## src/rtl/fetch_pkg.sv

```systemverilog
// rtl/fetch_pkg.sv - shared types, constants and PC helpers for the instruction-fetch stage
//
// Contents:
//   fetch_state_e    : fetch FSM state encoding (IDLE, REQ, WAIT, HOLD, KILL)
//   NOP_INST         : addi x0,x0,0, also the reset value of the downstream ID/EX register
//   DEFAULT_RESET_PC : PC fetched first after reset unless overridden
//   align_pc/next_pc : word alignment and modulo-2^32 sequential increment
package fetch_pkg;

    typedef enum logic [2:0] {
        ST_IDLE = 3'd0,
        ST_REQ  = 3'd1,
        ST_WAIT = 3'd2,
        ST_HOLD = 3'd3,
        ST_KILL = 3'd4
    } fetch_state_e;

    localparam logic [31:0] NOP_INST         = 32'h0000_0013;
    localparam logic [31:0] DEFAULT_RESET_PC = 32'h0000_0000;

    // Instruction memory is word addressed; low address bits are never issued.
    function automatic logic [31:0] align_pc(input logic [31:0] addr);
        return {addr[31:2], 2'b00};
    endfunction

    // Plain 32-bit add: 32'hFFFF_FFFC rolls over to 0.
    function automatic logic [31:0] next_pc(input logic [31:0] addr);
        return addr + 32'd4;
    endfunction

endpackage

```

## src/rtl/fetch_stage_if.sv

```systemverilog
// rtl/fetch_stage_if.sv - control, instruction-memory and IF/ID signal bundle of the fetch stage
//
// Signals:
//   stall, redirect, redirect_pc        : hazard unit / EX into fetch
//   imem_req, imem_addr                 : request to instruction memory (fetch drives)
//   imem_ready, imem_rvalid, imem_rdata : accept and response from instruction memory
//   out_P_PC, out_inst, out_valid       : IF/ID register contents toward decode
// Modports:
//   master : the fetch stage
//   slave  : its environment (memory, hazard unit, EX, decode)
interface fetch_stage_if;

    logic        stall;
    logic        redirect;
    logic [31:0] redirect_pc;

    logic        imem_req;
    logic [31:0] imem_addr;
    logic        imem_ready;
    logic        imem_rvalid;
    logic [31:0] imem_rdata;

    logic [31:0] out_P_PC;
    logic [31:0] out_inst;
    logic        out_valid;

    modport master (
        input  stall, redirect, redirect_pc,
        input  imem_ready, imem_rvalid, imem_rdata,
        output imem_req, imem_addr,
        output out_P_PC, out_inst, out_valid
    );

    modport slave (
        output stall, redirect, redirect_pc,
        output imem_ready, imem_rvalid, imem_rdata,
        input  imem_req, imem_addr,
        input  out_P_PC, out_inst, out_valid
    );

endinterface

```

## src/rtl/fetch_stage_ifid_reg.sv

```systemverilog
// rtl/fetch_stage_ifid_reg.sv - IF/ID pipeline register with flush/hold/load/bubble priority
//
// Ports:
//   clk, rst             : clock, asynchronous active-low reset
//   flush                : redirect from EX, loads a NOP bubble (wins over hold)
//   hold                 : stall from the hazard unit, keeps current contents
//   load                 : fetch delivers load_inst tagged with load_pc
//   out_P_PC/inst/valid  : registered contents toward decode
module ifid_reg
    import fetch_pkg::*;
#(
    parameter logic [31:0] NOP_INST = fetch_pkg::NOP_INST
) (
    input  logic        clk,
    input  logic        rst,
    input  logic        flush,
    input  logic        hold,
    input  logic        load,
    input  logic [31:0] load_pc,
    input  logic [31:0] load_inst,
    output logic [31:0] out_P_PC,
    output logic [31:0] out_inst,
    output logic        out_valid
);

    always_ff @(posedge clk or negedge rst) begin
        if (!rst) begin
            out_P_PC  <= 32'h0;
            out_inst  <= NOP_INST;
            out_valid <= 1'b0;
        end else if (flush) begin
            out_P_PC  <= 32'h0;
            out_inst  <= NOP_INST;
            out_valid <= 1'b0;
        end else if (hold) begin
            out_P_PC  <= out_P_PC;
            out_inst  <= out_inst;
            out_valid <= out_valid;
        end else if (load) begin
            out_P_PC  <= load_pc;
            out_inst  <= load_inst;
            out_valid <= 1'b1;
        end else begin
            // Nothing delivered and decode is moving: hand it a bubble.
            out_P_PC  <= 32'h0;
            out_inst  <= NOP_INST;
            out_valid <= 1'b0;
        end
    end

endmodule

```

## src/rtl/fetch_stage.sv

```systemverilog
// rtl/fetch_stage.sv - instruction fetch: PC, single-outstanding imem requests, IF/ID register
//
// Ports:
//   clk  : clock, rising edge
//   rst  : asynchronous active-low reset
//   bus  : fetch_stage_if.master (stall/redirect in, imem request/response, IF/ID out)
// Parameters:
//   RESET_PC : first PC fetched after reset
//   NOP_INST : word placed in IF/ID on flush or bubble
module fetch_stage
    import fetch_pkg::*;
#(
    parameter logic [31:0] RESET_PC = DEFAULT_RESET_PC,
    parameter logic [31:0] NOP_INST = fetch_pkg::NOP_INST
) (
    input  logic          clk,
    input  logic          rst,
    fetch_stage_if.master bus
);

    localparam logic [2:0] S_IDLE = ST_IDLE;
    localparam logic [2:0] S_REQ  = ST_REQ;
    localparam logic [2:0] S_WAIT = ST_WAIT;
    localparam logic [2:0] S_HOLD = ST_HOLD;
    localparam logic [2:0] S_KILL = ST_KILL;

    logic [2:0]  state_q, state_d;
    logic [31:0] pc_q, pc_d;
    logic [31:0] hold_q, hold_d;
    logic        deliver;
    logic [31:0] deliver_inst;
    logic [31:0] redirect_tgt;

    assign redirect_tgt = align_pc(bus.redirect_pc);

    // pc always names the instruction currently being fetched (or the
    // redirect target once EX has spoken), so a delivery tags IF/ID with
    // pc and only then steps it.
    always_comb begin
        state_d      = state_q;
        pc_d         = pc_q;
        hold_d       = hold_q;
        deliver      = 1'b0;
        deliver_inst = bus.imem_rdata;
        case (state_q)
            S_IDLE: begin
                state_d = S_REQ;
                if (bus.redirect) begin
                    pc_d = redirect_tgt;
                end
            end
            S_REQ: begin
                if (bus.redirect) begin
                    pc_d = redirect_tgt;
                    // An accept in the redirect cycle is already wrong-path.
                    if (bus.imem_ready) begin
                        state_d = S_KILL;
                    end
                end else if (bus.imem_ready) begin
                    state_d = S_WAIT;
                end
            end
            S_WAIT: begin
                if (bus.redirect) begin
                    pc_d    = redirect_tgt;
                    // A response in the same cycle closes the old request;
                    // otherwise it is still in flight and must be swallowed.
                    state_d = bus.imem_rvalid ? S_REQ : S_KILL;
                end else if (bus.imem_rvalid) begin
                    if (!bus.stall) begin
                        deliver = 1'b1;
                        pc_d    = next_pc(pc_q);
                        state_d = S_REQ;
                    end else begin
                        hold_d  = bus.imem_rdata;
                        state_d = S_HOLD;
                    end
                end
            end
            S_HOLD: begin
                if (bus.redirect) begin
                    pc_d    = redirect_tgt;
                    state_d = S_REQ;
                end else if (!bus.stall) begin
                    deliver      = 1'b1;
                    deliver_inst = hold_q;
                    pc_d         = next_pc(pc_q);
                    state_d      = S_REQ;
                end
            end
            S_KILL: begin
                if (bus.redirect) begin
                    pc_d = redirect_tgt;
                end
                if (bus.imem_rvalid) begin
                    state_d = S_REQ;
                end
            end
            default: begin
                state_d = S_IDLE;
            end
        endcase
    end

    always_ff @(posedge clk or negedge rst) begin
        if (!rst) begin
            state_q <= S_IDLE;
            pc_q    <= RESET_PC;
            hold_q  <= 32'h0;
        end else begin
            state_q <= state_d;
            pc_q    <= pc_d;
            hold_q  <= hold_d;
        end
    end

    assign bus.imem_req  = (state_q == S_REQ);
    assign bus.imem_addr = pc_q;

    ifid_reg #(
        .NOP_INST (NOP_INST)
    ) u_ifid_reg (
        .clk       (clk),
        .rst       (rst),
        .flush     (bus.redirect),
        .hold      (bus.stall),
        .load      (deliver),
        .load_pc   (pc_q),
        .load_inst (deliver_inst),
        .out_P_PC  (bus.out_P_PC),
        .out_inst  (bus.out_inst),
        .out_valid (bus.out_valid)
    );

endmodule

```

## src/flat_wrapper.sv

```systemverilog
// flat-port wrapper written by rule: the top's interface ports become plain ports
module fetch_stage_flat import fetch_pkg::*;
#(
    parameter logic [31:0] RESET_PC = DEFAULT_RESET_PC,
    parameter logic [31:0] NOP_INST = fetch_pkg::NOP_INST
)
  (clk, rst, bus_stall, bus_redirect, bus_redirect_pc, bus_imem_ready, bus_imem_rvalid, bus_imem_rdata, bus_imem_req, bus_imem_addr, bus_out_P_PC, bus_out_inst, bus_out_valid);
  fetch_stage_if bus_i ();
  input  logic clk;
  input  logic rst;
  input wire logic [$bits(bus_i.stall)-1:0] bus_stall;
  input wire logic [$bits(bus_i.redirect)-1:0] bus_redirect;
  input wire logic [$bits(bus_i.redirect_pc)-1:0] bus_redirect_pc;
  input wire logic [$bits(bus_i.imem_ready)-1:0] bus_imem_ready;
  input wire logic [$bits(bus_i.imem_rvalid)-1:0] bus_imem_rvalid;
  input wire logic [$bits(bus_i.imem_rdata)-1:0] bus_imem_rdata;
  output wire logic [$bits(bus_i.imem_req)-1:0] bus_imem_req;
  output wire logic [$bits(bus_i.imem_addr)-1:0] bus_imem_addr;
  output wire logic [$bits(bus_i.out_P_PC)-1:0] bus_out_P_PC;
  output wire logic [$bits(bus_i.out_inst)-1:0] bus_out_inst;
  output wire logic [$bits(bus_i.out_valid)-1:0] bus_out_valid;
  assign bus_i.stall = bus_stall;
  assign bus_i.redirect = bus_redirect;
  assign bus_i.redirect_pc = bus_redirect_pc;
  assign bus_i.imem_ready = bus_imem_ready;
  assign bus_i.imem_rvalid = bus_imem_rvalid;
  assign bus_i.imem_rdata = bus_imem_rdata;
  assign bus_imem_req = bus_i.imem_req;
  assign bus_imem_addr = bus_i.imem_addr;
  assign bus_out_P_PC = bus_i.out_P_PC;
  assign bus_out_inst = bus_i.out_inst;
  assign bus_out_valid = bus_i.out_valid;
  fetch_stage #(.RESET_PC(RESET_PC), .NOP_INST(NOP_INST)) u_core (.clk(clk), .rst(rst), .bus(bus_i));
endmodule
```

## config.mk

```make
export PLATFORM = sky130hd
export DESIGN_NAME = fetch_stage_flat
export DESIGN_NICKNAME = d
export VERILOG_FILES = /design/src/rtl/fetch_pkg.sv /design/src/rtl/fetch_stage_if.sv /design/src/rtl/fetch_stage_ifid_reg.sv /design/src/rtl/fetch_stage.sv /design/src/flat_wrapper.sv
export SDC_FILE = /design/constraint.sdc
export NUM_CORES = 1
export LEC_CHECK = 0
export ABC_AREA = 1
export BUFFER_PORTS_ARGS = -buffer_cell sky130_fd_sc_hd__buf_2
export CORE_ASPECT_RATIO = 0.7
export CORE_UTILIZATION = 30
export CTS_BUF_LIST = sky130_fd_sc_hd__clkbuf_2 sky130_fd_sc_hd__clkbuf_4 sky130_fd_sc_hd__clkbuf_8
export DETAILED_ROUTE_END_ITERATION = 12
export PLACE_DENSITY = 0.52
export SETUP_SLACK_MARGIN = 0.4
export SKIP_CTS_REPAIR_TIMING = 1
export SLEW_MARGIN = 15
export SYNTH_ARGS = -nofsm -noshare
export SYNTH_HDL_FRONTEND = slang
export SYNTH_HIERARCHICAL = 1
export SYNTH_SLANG_ARGS = --single-unit
export TNS_END_PERCENT = 1
```

## constraint.sdc

```tcl
create_clock -name clk -period 3 [get_ports clk]
set_input_delay 0.9 -clock clk [delete_from_list [all_inputs] [get_ports clk]]
set_output_delay 0.9 -clock clk [all_outputs]
set_load 0.02 [all_outputs]
```

==> results.toml <==
[global_route]
grt_pass1_vias = 6277
grt_pass1_wl_mm = 35.25
grt_max_degree = 75
antenna_found_initial = 1
overflow = 0
grtUsageTotal_pct = 18.33

[yosys]
ys_types = 28
synth_top_area_share_pct = 43.99
synth-edff-count = 0
postSynthAreaPerCell_um2 = 7.379
ys_ff_latch = 130
ys_async_sr_fraction_pct = 100.0
yosysWarningCount = 6
ys_seq_area_share_pct = 45.08
syn_area_mm2 = 0.007224
synth_top_cell_by_area = "dfrtp_1"
syn_inst = 979
synth_area_leaders = "dfrtp_1 (44%), nand2_1 (19%), o21ai_0 (5.8%)"
ys.flop_type = "dfrtp_1"

[run_status]
status = "complete, no violations"

[detailed_routing]
ant_nets = 0
drc_errors = 0
postRouteWirelength_mm = 22.42
firstDrtPassIters = 7
wl_per_cell_um = 15.41
drtIter0Drc = 510
vias_per_cell = 4.718
via_count = 6864

[clock_network]
htree_levels = 4
tritoncts = "built"
clk_latency_ns = 0.45
cts_buffer_depth = 2
cts-root-buf = "clkbuf_8"
cts.sinks = 130
clkTransAtPathRegs_ns = 0.09
numCtsBuffers = 17

[sta]
rsz0062_at_grt = "false"
setup-tns-final_ns = 0
slew_violations = 0
timing.final.crit_share_pct = 74.96
setup_viol = 0
worst_slew_pin_slew_ns = 0.5716
final_hold_viol_count = 0
relSlewSlack_pct = 61.89
finalCriticalPeriod_ns = 2.249
fmax_mhz = 444.7
clock_skew_ns = 0.01609

[floorplanning]
core_area_mm2 = 0.02364
die_x_um = 187.5
die_h_um = 131.8
start_util_pct = 30.56
io_pins = 168
row_count = 47
dieArea_mm2 = 0.02472

[critical_path]
slowest_delay_ns = 0.40
crit_chain = "inv_1 -> nand3_1 -> inv_1 -> buf_2"
end_kind = "output port"
crit_fanout = 3
cp.required_ns = 2.10
crit_buf_inv = 3
cp_top_family = "flip-flops"
worstSetupStartpointType = "flip-flop"
cp.arrival_ns = 1.35
crit_type = "reg2out"
cpMostUsedCell = "inv_1"
cpMaxStageDelayCell = "dfrtp_1"

[min_path]
hold_class = "in2async"

[place]
gp_congestion = 0.8646
post-place-cells = 1422
hpwl_mm = 15.11
io_buffer_count = 163

[power]
finalPower_mw = 6.793
powerDensity_mw_per_mm2 = 774.4
p_leak_nw = 4.562
ir_drop_uv = 336.8

[flow_run]
maxCapViolations = 0

[finish]
layout-drive-gt1-share_pct = 23.24
final_nets = 1194
area_growth_pct = 21.42
final_cells = 1455
where the power goes:
group	switching (mW)	internal (mW)
clock network	0.742	0.866
logic	1.63	0.841
registers	0.499	2.22
sequential cells by signal, summed over array words and instances (netlist names):
name                         flops
u_core/u_ifid_reg/out_inst      32
u_core/state_q                   3
u_core/bus.imem_addr            30
u_core/u_ifid_reg/out_P_PC      32
u_core/hold_q                   32
u_core/u_ifid_reg/out_valid      1
final cells by class:
cell class	instances	area (µm²)
fillers	2567	14870
multi-input cells	715	3372
flip-flops and latches	130	3257
repair buffers	181	1032
well taps	318	397.9
clock buffers	24	317.8
inverters	78	292.8
clock inverters	8	100.1
diodes	1	2.502
final timing paths:
check	startpoint	endpoint	slack [ns]	cells past startpoint
worst min register to register	u_core/u_ifid_reg/out_inst[0]	u_core/u_ifid_reg/out_inst[0]	0.47	2
worst max register to register	u_core/bus.imem_addr[3]	u_core/bus.imem_addr[28]	0.96	10
min in group clk	u_core/u_ifid_reg/out_inst[0]	u_core/u_ifid_reg/out_inst[0]	0.47	2
worst min-delay path	rst	u_core/bus.imem_addr[5]	0.31	1
max in group asynchronous	rst	u_core/u_ifid_reg/out_inst[4]	1.95	2
worst max-delay path	u_core/state_q[1]	bus_imem_req	0.75	4
kinds of logic after synthesis:
group	share of synthesized area [%]
buf+inv	8.850
other cells	0.05191
fa+ha+maj	0.1732
simple gates	32.98
flops	45.08
xor+xnor	0.9699
mux	4.988
compound gates	6.910
synth_stat cells (5+ instances only):
master and count:
inv_2 5, clkbuf_1 7, mux2_2 32, nor2_2 5, buf_4 9, nand3_1 41
inv_1 73, nand2_1 357, nand4_1 63, o21ai_0 84, nor2_1 100, xnor2_1 6
dfrtp_1 127, o21ai_1 8, buf_2 37, buf_6 6
stage by stage:
step	area, µm²	setup slack [ns]	util [%]	hold slack [ns]
6_report	8772	0.7513	37.11	0.3092
5_1_grt	8770	0.6221	37.10	0.2786
4_1_cts	8770	0.7099	37.10	0.2758
3_5_place_dp	8352	0.6585	35.33	0.4573
3_3_place_gp	8352	0.6845	35.33	0.4547
2_1_floorplan	7236	0.7669	-	0.4996
cell usage in the layout (no fill, tap or decap):
master      Yosys  layout
a21oi_1         3       3
a22oi_1         1       1
and2_1          3       3
buf_12          0       6
buf_2          37     162
buf_4           9      12
buf_6           6       1
bufinv_16       0       2
clkbuf_4        0       2
clkbuf_8        0      22
clkinv_2        0       2
clkinvlp_4      0       4
conb_1          1       4
dfrtp_1       127     127
dfstp_2         3       3
diode_2         0       1
ha_1            1       1
inv_1          73      73
inv_2           5       5
mux2_2         32      32
nand2_1       357     357
nand2_2         1       1
nand3_1        41      41
nand4_1        63      63
nor2_1        100      98
nor2_2          5       4
nor2_4          0       3
nor3_2          0       1
o21ai_0        84      84
o21ai_1         8       8
o21ai_4         0       1
o21bai_1        1       1
or2_2           1       1
xnor2_1         6       6
xor2_1          2       2
metal layers:
| metal | GRT usage, % | part of all wire (%) | vias to the layer above |
|---|---|---|---|
| li1 | - | - | 3428 |
| met1 | 29.40 | 54 | 3225 |
| met2 | 23.81 | 38 | 202 |
| met3 | 4.924 | 7.0 | 9 |
| met4 | 3.749 | 0.68 | 0 |
| met5 | 0 | 0 | - |
No activity file was read; power rests on OpenSTA's default activity.
